==> config.mk <==
export PLATFORM = sky130hd
export DESIGN_NAME = raw_frame_gen
export DESIGN_NICKNAME = d
export VERILOG_FILES = /design/src/rtl/raw_frame_gen_pkg.sv /design/src/rtl/frame_timing.sv /design/src/rtl/raw_frame_gen.sv
export SDC_FILE = /design/constraint.sdc
export NUM_CORES = 1
export LEC_CHECK = 0
export ABC_CLOCK_PERIOD_IN_PS = 4290
export CAP_MARGIN = 0
export CORE_MARGIN = 5
export CORE_UTILIZATION = 54
export DETAILED_ROUTE_END_ITERATION = 8
export PLACE_DENSITY_LB_ADDON = 0.08
export SETUP_SLACK_MARGIN = 0.4
export SYNTH_ARGS = -nofsm -noshare
export SYNTH_HDL_FRONTEND = slang
export SYNTH_SLANG_ARGS = --single-unit
export TNS_END_PERCENT = 50
==> constraint.sdc <==
create_clock -name iCLK -period 4.29 [get_ports iCLK]
set_input_delay 0.858 -clock iCLK [delete_from_list [all_inputs] [get_ports iCLK]]
set_output_delay 0.858 -clock iCLK [all_outputs]
set_load 0.05 [all_outputs]
==> src/rtl/raw_frame_gen_pkg.sv <==
// raw_frame_gen_pkg: shared states, pattern codes and LFSR constants for the raw frame generator.
package raw_frame_gen_pkg;
    typedef enum logic [1:0] {IDLE, ACTIVE, HBLANK, VBLANK} stateT;

    localparam logic [1:0]  PAT_HRAMP   = 2'd0;
    localparam logic [1:0]  PAT_VRAMP   = 2'd1;
    localparam logic [1:0]  PAT_CHECKER = 2'd2;
    localparam logic [1:0]  PAT_CONST   = 2'd3;
    localparam logic [11:0] CONST_LEVEL = 12'h800;
    localparam logic [15:0] LFSR_SEED   = 16'hACE1;
    // Taps 16,14,13,11 expressed as bit positions of a right-shifting register.
    localparam logic [15:0] LFSR_TAPS   = 16'h002D;

    function automatic logic [15:0] lfsrStep(input logic [15:0] s);
        return {^(s & LFSR_TAPS), s[15:1]};
    endfunction
endpackage

==> src/rtl/frame_timing.sv <==
// frame_timing: frame FSM with column/row/blank counters, stop flag and completed-frame count.
module frame_timing
    import raw_frame_gen_pkg::*;
#(
    parameter int H_ACTIVE = 640,
    parameter int V_ACTIVE = 480,
    parameter int H_BLANK  = 16,
    parameter int V_BLANK  = 8
) (
    input  logic        iCLK,
    input  logic        iRST,
    input  logic        iSTART,
    input  logic        iSTOP,
    output logic        active,
    output logic        frameStart,
    output logic [15:0] x,
    output logic [15:0] y,
    output logic        busy,
    output logic [31:0] frameCount
);
    localparam int VB_LEN  = V_BLANK * (H_ACTIVE + H_BLANK);
    localparam int CNT_MAX = VB_LEN > H_BLANK ? VB_LEN : H_BLANK;
    localparam int CW      = $clog2(CNT_MAX + 1);
    localparam logic [15:0]   X_LAST  = 16'(H_ACTIVE - 1);
    localparam logic [15:0]   Y_LAST  = 16'(V_ACTIVE - 1);
    localparam logic [CW-1:0] HB_LAST = CW'(H_BLANK - 1);
    localparam logic [CW-1:0] VB_LAST = CW'(VB_LEN - 1);

    stateT         state, stateD;
    logic [15:0]   xQ, yQ;
    logic [CW-1:0] cnt, cntD;
    logic          stop, stopD, frameDone;

    // x/y/active are the values the next cycle will show, so the top can register its outputs.
    always_comb begin
        stateD     = state;
        x          = xQ;
        y          = yQ;
        cntD       = cnt;
        stopD      = stop | (state != IDLE && iSTOP);
        frameStart = 1'b0;
        frameDone  = 1'b0;
        case (state)
            IDLE: if (iSTART) begin
                stateD     = ACTIVE;
                x          = '0;
                y          = '0;
                frameStart = 1'b1;
                stopD      = iSTOP;
            end
            ACTIVE: if (xQ == X_LAST) begin
                stateD = HBLANK;
                cntD   = '0;
            end else x = xQ + 16'd1;
            HBLANK: if (cnt == HB_LAST) begin
                cntD = '0;
                if (yQ == Y_LAST) stateD = VBLANK;
                else begin
                    stateD = ACTIVE;
                    x      = '0;
                    y      = yQ + 16'd1;
                end
            end else cntD = cnt + CW'(1);
            VBLANK: if (cnt == VB_LAST) begin
                frameDone = 1'b1;
                if (stopD) begin
                    stateD = IDLE;
                    stopD  = 1'b0;
                end else begin
                    stateD     = ACTIVE;
                    x          = '0;
                    y          = '0;
                    frameStart = 1'b1;
                end
            end else cntD = cnt + CW'(1);
            default: stateD = IDLE;
        endcase
        active = stateD == ACTIVE;
    end

    always_ff @(posedge iCLK) begin
        if (iRST) begin
            state      <= IDLE;
            xQ         <= '0;
            yQ         <= '0;
            cnt        <= '0;
            stop       <= 1'b0;
            busy       <= 1'b0;
            frameCount <= '0;
        end else begin
            state      <= stateD;
            xQ         <= x;
            yQ         <= y;
            cnt        <= cntD;
            stop       <= stopD;
            busy       <= stateD != IDLE;
            frameCount <= frameCount + {31'd0, frameDone};
        end
    end
endmodule

==> src/rtl/raw_frame_gen.sv <==
// raw_frame_gen: synthetic raw Bayer-domain frame source with selectable test patterns.
// Define RAW_FRAME_GEN_LFSR_EN to make pattern 3 a pseudo-random LFSR stream instead of a constant.
module raw_frame_gen
    import raw_frame_gen_pkg::*;
#(
    parameter int H_ACTIVE = 640,
    parameter int V_ACTIVE = 480,
    parameter int H_BLANK  = 16,
    parameter int V_BLANK  = 8
) (
    input  logic        iCLK,
    input  logic        iRST,
    input  logic        iSTART,
    input  logic        iSTOP,
    input  logic [1:0]  iPATTERN,
    output logic [11:0] oDATA,
    output logic        oDVAL,
    output logic [15:0] oX_Cont,
    output logic [15:0] oY_Cont,
    output logic [31:0] oFrame_Cont,
    output logic        oBUSY
);
    logic        active, frameStart;
    logic [15:0] x, y;
    logic [1:0]  pat, patD;
    logic [11:0] constPix, pix;

    frame_timing #(
        .H_ACTIVE(H_ACTIVE),
        .V_ACTIVE(V_ACTIVE),
        .H_BLANK (H_BLANK),
        .V_BLANK (V_BLANK)
    ) uTiming (
        .iCLK      (iCLK),
        .iRST      (iRST),
        .iSTART    (iSTART),
        .iSTOP     (iSTOP),
        .active    (active),
        .frameStart(frameStart),
        .x         (x),
        .y         (y),
        .busy      (oBUSY),
        .frameCount(oFrame_Cont)
    );

    assign patD = frameStart ? iPATTERN : pat;

`ifdef RAW_FRAME_GEN_LFSR_EN
    logic [15:0] lfsr, lfsrCur;
    // The first pixel of every frame uses the seed itself.
    assign lfsrCur  = frameStart ? LFSR_SEED : lfsr;
    assign constPix = lfsrCur[11:0];
    always_ff @(posedge iCLK) begin
        if (iRST) lfsr <= LFSR_SEED;
        else if (active) lfsr <= lfsrStep(lfsrCur);
    end
`else
    assign constPix = CONST_LEVEL;
`endif

    always_comb pix = patD == PAT_HRAMP   ? x[11:0] :
                      patD == PAT_VRAMP   ? y[11:0] :
                      patD == PAT_CHECKER ? {12{x[3] ^ y[3]}} : constPix;

    always_ff @(posedge iCLK) begin
        if (iRST) begin
            pat     <= PAT_HRAMP;
            oDATA   <= '0;
            oDVAL   <= 1'b0;
            oX_Cont <= '0;
            oY_Cont <= '0;
        end else begin
            pat     <= patD;
            oDATA   <= active ? pix : '0;
            oDVAL   <= active;
            oX_Cont <= x;
            oY_Cont <= y;
        end
    end
endmodule

==> metrics.md <==
| Metric | Value |
|---|---|
| Die W | `106 microns` |
| Commonest non-fill, non-tap cell in the layout | `dfxtp_1` |
| Drt wl/cell | `16.1 microns` |
| Met3 GRT Util | `3.22%` |
| Clock sink total | `96` |
| Setup violators final | `0` |
| Post-Synthesis Cells | `598` |
| Crit-path cells | `or4b_4, or4_1, inv_2, ha_1, ha_1, nand2_1, or3_1, nor2_1, nand3_1, or3_1, a21oi_1` |
| Crit-path max cell delay | `660 ps` |
| CP startpoint kind | `flip-flop` |
| Main synth FF type | `dfxtp_1` |
| Area contributors post-synth | `dfxtp_1 39%, nor2_1 5.4%, xor2_1 3.9%` |
| TritonCTS clock tree | `yes` |
| Hold EP | `uTiming.frameCount[9]$_SDFF_PP0_` |
| Max-slew violations | `0` |
| Initial antenna violation count | `0` |
| Peak Freq | `279 MHz` |
| Htree depth | `3` |
| Most frequent cells in the layout | `96 x dfxtp_1, 82 x clkdlybuf4s50_1, 72 x nor2_1` |
| RePlAce Congestion | `0.935` |
| Initial Utilization | `54.7%` |
| P&R area growth vs syn | `21.5%` |
| Run status | `complete, no violations` |
| Setup bufs post-CTS | `0` |
| Synthesized area | `4990 sq um` |
| Layout cells sized above 1 | `6.92%` |
| Worst Skew | `12.8 ps` |
| Nets@finish | `~690` |
| Kind of cell adding the most delay to the critical path | `simple AND/OR/NAND/NOR gates` |
| Yosys top cell by area | `dfxtp_1` |
| Period Utilization, post-route | `83.5%` |
| Port Buffer Count | `83` |
| FF+latch count, synth | `96` |
| Final min period | `3580 ps` |
| Hold Startpoint | `uTiming.frameCount[9]$_SDFF_PP0_` |
| Netlist cell types | `69` |
| Reg2reg end | `uTiming.frameCount[30]$_SDFF_PP0_` |
| Final wirelength | `12700 microns` |
| Inserted Diodes | `0` |
| Critical path class | `flip-flop to flip-flop` |
| Max-Cap Viols | `0` |
| Largest net degree at the start of global routing | `70` |
| Worst-margin pin slew | `about 830 ps` |
| Yosys warning count | `0` |
| Vias | `4759` |
| Met1 Usage GRT | `29.4%` |
| Tot GR Track Use | `22.3%` |
| Slowest library cell on the worst path | `or4_1` |
| Worst Path Buf+Inv | `1` |
| Chip height | `106 microns` |
| Rel. slew slack | `between 40 and 50%` |
| CTS Hold Buffers Added | `0` |
| Worst-path clk slew | `90 ps` |
| Worst endpoint required time | `around 4600 ps` |
| Post-Syn Area per Cell | `8.34 sq um` |
| Core Region | `between 9000 and 10000 sq um` |
| Ports | `84` |
| Clock Path Buffers | `2` |
| GRT overflow | `0` |
| Placed inst area | `around 5900 sq um` |
| Worst Path Max Fanout | `6` |
| Register area share after synthesis | `38.5%` |
| DRC | `0` |
| Worst R2R Setup Slack | `around 710 ps` |
| RSZ-0062 raised after global routing | `no` |
| Post-route cell area | `6060 sq um` |
| CTS resizes | `0` |
| Busiest grt layer | `met2` |
| Area share of the largest cell type after synthesis | `38.5%` |
| First-pass GRT wire length | `around 21000 microns` |
| Critical path arrival | `3870 ps` |
| Hold Path Depth | `2` |
| Power Total | `1.63 mW` |
| Dpl hpwl | `roughly 9400 microns` |
| Synthesized net count | `613` |
| CTS root buf | `clkbuf_8` |
| Total CTS buffers | `9` |
| Post-synth EDFFs | `0` |
| Worst Setup End Kind | `flip-flop` |
| Met2 GRT Util | `a little under two fifths` |
| Die area | `11300 sq um` |
| Leak pwr | `slightly above 2 nW` |
| Clk Latency, worst-skew pair | `360 ps` |
| PwrDens | `269 nW/um^2` |
| Worst min-delay path class | `flip-flop to flip-flop` |
| Asr flop ratio synth | `0%` |
| RR Startpoint | `uTiming.cnt[8]$_SDFFE_PP0P_` |
| FP Rows | `35` |
| Drt first pass iters | `5` |
| Final hold violation count | `0` |
| Total negative setup slack | `0 ps` |
| Vias in the first global route | `4415` |
| Post-DRT Antenna Nets | `0` |
| 1st-iter DRT viols | `246` |
| VDD IR max | `0.000195 V` |
| Vias per cell | `approximately 6` |
| Worst r2r path cells | `11` |
[tightest hold or removal path: stages (launching register included)]
cell and delay [ps]:
dfxtp_1 340, o21ai_0 70, a21oi_1 60
[worst max path at each step]
| stage | from | to | slack (ps) | cells past startpoint |
|---|---|---|---|---|
| detailed placement | uTiming.cnt[2]$_SDFFE_PP0P_ | uTiming.frameCount[30]$_SDFF_PP0_ | 720 | 11 |
| global placement | uTiming.cnt[8]$_SDFFE_PP0P_ | uTiming.frameCount[28]$_SDFF_PP0_ | 850 | 11 |
| CTS | uTiming.cnt[2]$_SDFFE_PP0P_ | uTiming.frameCount[30]$_SDFF_PP0_ | 690 | 11 |
| finish | uTiming.cnt[8]$_SDFFE_PP0P_ | uTiming.frameCount[30]$_SDFF_PP0_ | 710 | 11 |
| floorplan | uTiming.cnt[8]$_SDFFE_PP0P_ | uTiming.frameCount[27]$_SDFF_PP0_ | 970 | 10 |
| global route | uTiming.cnt[8]$_SDFFE_PP0P_ | uTiming.frameCount[30]$_SDFF_PP0_ | 500 | 11 |
[sequential cells by signal, indices dropped and copies added (netlist names)]
register and flops:
uTiming.state 2, uTiming.xQ 16, oDVAL 1, pat 2
uTiming.frameCount 32, oDATA 12, uTiming.cnt 13, uTiming.busy 1
uTiming.yQ 16, uTiming.stop 1
[synth_stat cells (all sizes together), types with 3 or more instances]
library cell	n
a21o	4
nor3	20
nand4	14
a31o	6
nor2	72
and2	5
o21ai	26
o22ai	5
a211oi	8
nor2b	20
mux2	3
a31oi	15
buf	11
nand2b	9
o32ai	10
or3	19
xnor2	12
inv	16
o21a	3
nand2	48
and4	4
a21oi	32
xor2	23
clkbuf	11
and3	14
or4	6
ha	9
mux2i	10
a41oi	4
dfxtp	96
o31ai	4
nor4	4
nand3	28
[report_power, final]
part           switching (mW)  total [mW]  internal, mW  leakage [nW]
combinational           0.126       0.186        0.0602          1.22
sequential            0.00655       0.907         0.900         0.775
clock                   0.310       0.538         0.229        0.0830
total                   0.442        1.63          1.19          2.08
[kinds of logic after synthesis]
family	after synthesis	synth area share [%]
fa+ha+maj	9	2.26
compound gates	131	18.0
buf+inv	38	3.14
xor+xnor	35	6.30
flops	96	38.5
simple gates	276	29.1
mux	13	2.69
[stage by stage]
stage	cells	util [%]	hold WS, ps	worst slack (ps)
CTS	790	66.5	511	693
global route	790	66.5	541	500
detailed placement	774	64.6	494	724
global placement	774	64.6	483	846
floorplan	598	-	471	975
finish	790	66.5	510	710
[per-layer routing]
metal	up-vias	routed length, microns
met2	176	6070
met5	-	0
met1	2240	5650
met4	0	235
met3	21	734
li1	2322	-
[layout make-up]
cell class | instances | area (sq um)
Sequential cell | 96 | 1920
Clock buffer | 12 | 145
Fill cell | 789 | 3050
Clock inverter | 4 | 28.8
Multi-Input combinational cell | 464 | 2910
Tap cell | 111 | 139
Inverter | 16 | 60.1
Timing Repair Buffer | 87 | 856
Power figures use the tool's default switching activity.
==> RTL change, RTL diff (same flow settings) <==
Encoding of `stateT`: now Gray code (2 bits for 4 states).
--- a/src/rtl/raw_frame_gen_pkg.sv
+++ b/src/rtl/raw_frame_gen_pkg.sv
@@ -1,5 +1,5 @@
 // raw_frame_gen_pkg: shared states, pattern codes and LFSR constants for the raw frame generator.
 package raw_frame_gen_pkg;
-    typedef enum logic [1:0] {IDLE, ACTIVE, HBLANK, VBLANK} stateT;
+    typedef enum logic [1:0] {IDLE = 2'b00, ACTIVE = 2'b01, HBLANK = 2'b11, VBLANK = 2'b10} stateT;
 
     localparam logic [1:0]  PAT_HRAMP   = 2'd0;
Function: no difference found for any inputs over 10 cycles, from zero or initial values and one cycle with iRST high; not proved beyond that.
==> RTL change against the original RTL <==
- synthesized area is 0.85% lower
- via count is 2.6% lower
- worst setup slack better by 440 ps
- sequential cell count stayed put
- clock power is 6.7% higher
- clock skew is 4.5 ps higher
- cell count is 1.5% lower
- hold slack worse by 9.9 ps
- design area is 0.56% lower
- total power is 0.28% higher
- wire length is 2.1% higher
- largest cell class unchanged
==> RTL change: results (changes against the original RTL) <==
| Metric | Value |
|---|---|
| Delay-heaviest family, CP | buffers and inverters |
| Register-to-Register Setup Slack | 1310 ps (+600 ps) |
| Pre-Repair DR Iteration Count | 4 (-1) |
| Run status | complete, no violations |
| Post-synthesis xor/xnor area fraction | 0.0759 (+0.0129) |
| Seq pwr share | 0.554 (-0.002) |
| Leading post-synthesis cells by cell area | sky130_fd_sc_hd__dfxtp_1 39%, sky130_fd_sc_hd__nor2_1 5.7%, sky130_fd_sc_hd__xnor2_1 3.9% |
| Vias in the first global route | 4354 (-1.4%) |
| Share of synthesized area spent on multiplexers | 0.0202 (-0.00660) |
| Layout filler cell count | 780 (-1.1%) |
| Sequential share of the synthesized area | 0.389 (+0.00332) |
| Capturing element of the worst setup path | oDATA[2] |
| R2r startpoint | uTiming.cnt[0] |
| Global-route wire length before repair | 21.2 mm (+1.7%) |
| Lkg Pwr | 2.04 nW (-1.8%) |
| Launch instance of the worst min-delay path | uTiming.frameCount[31] |
| Distinct cells, synth | 84 (+22%) |
| Leading cell types by count after synthesis | 96 x sky130_fd_sc_hd__dfxtp_1, 75 x sky130_fd_sc_hd__nor2_1, 45 x sky130_fd_sc_hd__nand2_1 |
| Met1 track demand over resource in global routing | 0.309 (+0.0149) |
| Sw Share | 0.276 (+0.00492) |
| Detailed Route Iter0 Violations | 339 (+38%) |
| DR vias | 4633 (-2.6%) |
| Reported sequential group power | 0.906 mW (about the same) |
| NumNets Final | 673 (-2.3%) |
| Final-layout worst hold slack | 500 ps (-9.89 ps) |
| Routed wire length | 13.0 mm (+2.1%) |
| Critical Path AT | 3400 ps (-470 ps) |
| Dpl hpwl | 9.60 mm (+2.4%) |
| Combined global-route utilization of all metal layers | 0.229 (+0.00597) |
| Max IR drop VDD | 0.000208 V (+6.4%) |
| Metal-1 WL | 5.86 mm (+3.7%) |
| Clock network power share | 0.351 (+0.021) |
| Slew at the pin closest to its max-slew limit | 721 ps (-109 ps) |
| Met2 Use GR | 0.378 (+0.00273) |
| Met3 wire length | 789 um (+7.5%) |
| Average cell area after synthesis | 8.46 um^2 (+1.5%) |
| Master of the slowest instance on the critical path | sky130_fd_sc_hd__mux2i_1 |
| Worst Setup SP | iSTOP |
| Maximum number of pins on one net before global-route repair | 50 (-29%) |
| Routability congestion estimate from global placement | 0.915 (-2.1%) |
| Capturing point of the worst reg2reg path | uTiming.frameCount[31] |
| DR vias/cell | 5.96 (-1.1%) |
[RTL change: cell count changes after synthesis, moves of 8 or more]
cell                      unedited run  this run
sky130_fd_sc_hd__xnor2_1            12        22
sky130_fd_sc_hd__o21ai_1             1        10
sky130_fd_sc_hd__nor2b_1            20         5
sky130_fd_sc_hd__and2_1              5        18
sky130_fd_sc_hd__a31oi_1            15         6
sky130_fd_sc_hd__o32ai_1            10         1
sky130_fd_sc_hd__nor3_1             18        26
[RTL change: final cells by class]
type / count / share of cell area
multi-input combinational: 457 / 0.477
clock inverter: 6 / 0.00831
timing repair buffer: 88 / 0.143
clock buffer: 10 / 0.0228
inverter: 10 / 0.00623
tap: 111 / 0.0231
sequential: 96 / 0.319
[RTL change: stage by stage]
step | util | instance area (um^2) | worst slack, ps
finish | 0.665 | 6020 | 1150
global route | 0.665 | 6020 | 990
CTS | 0.665 | 6020 | 1180
detailed placement | 0.644 | 5840 | 803
global placement | 0.644 | 5840 | 846
floorplan | - | 4940 | 1630
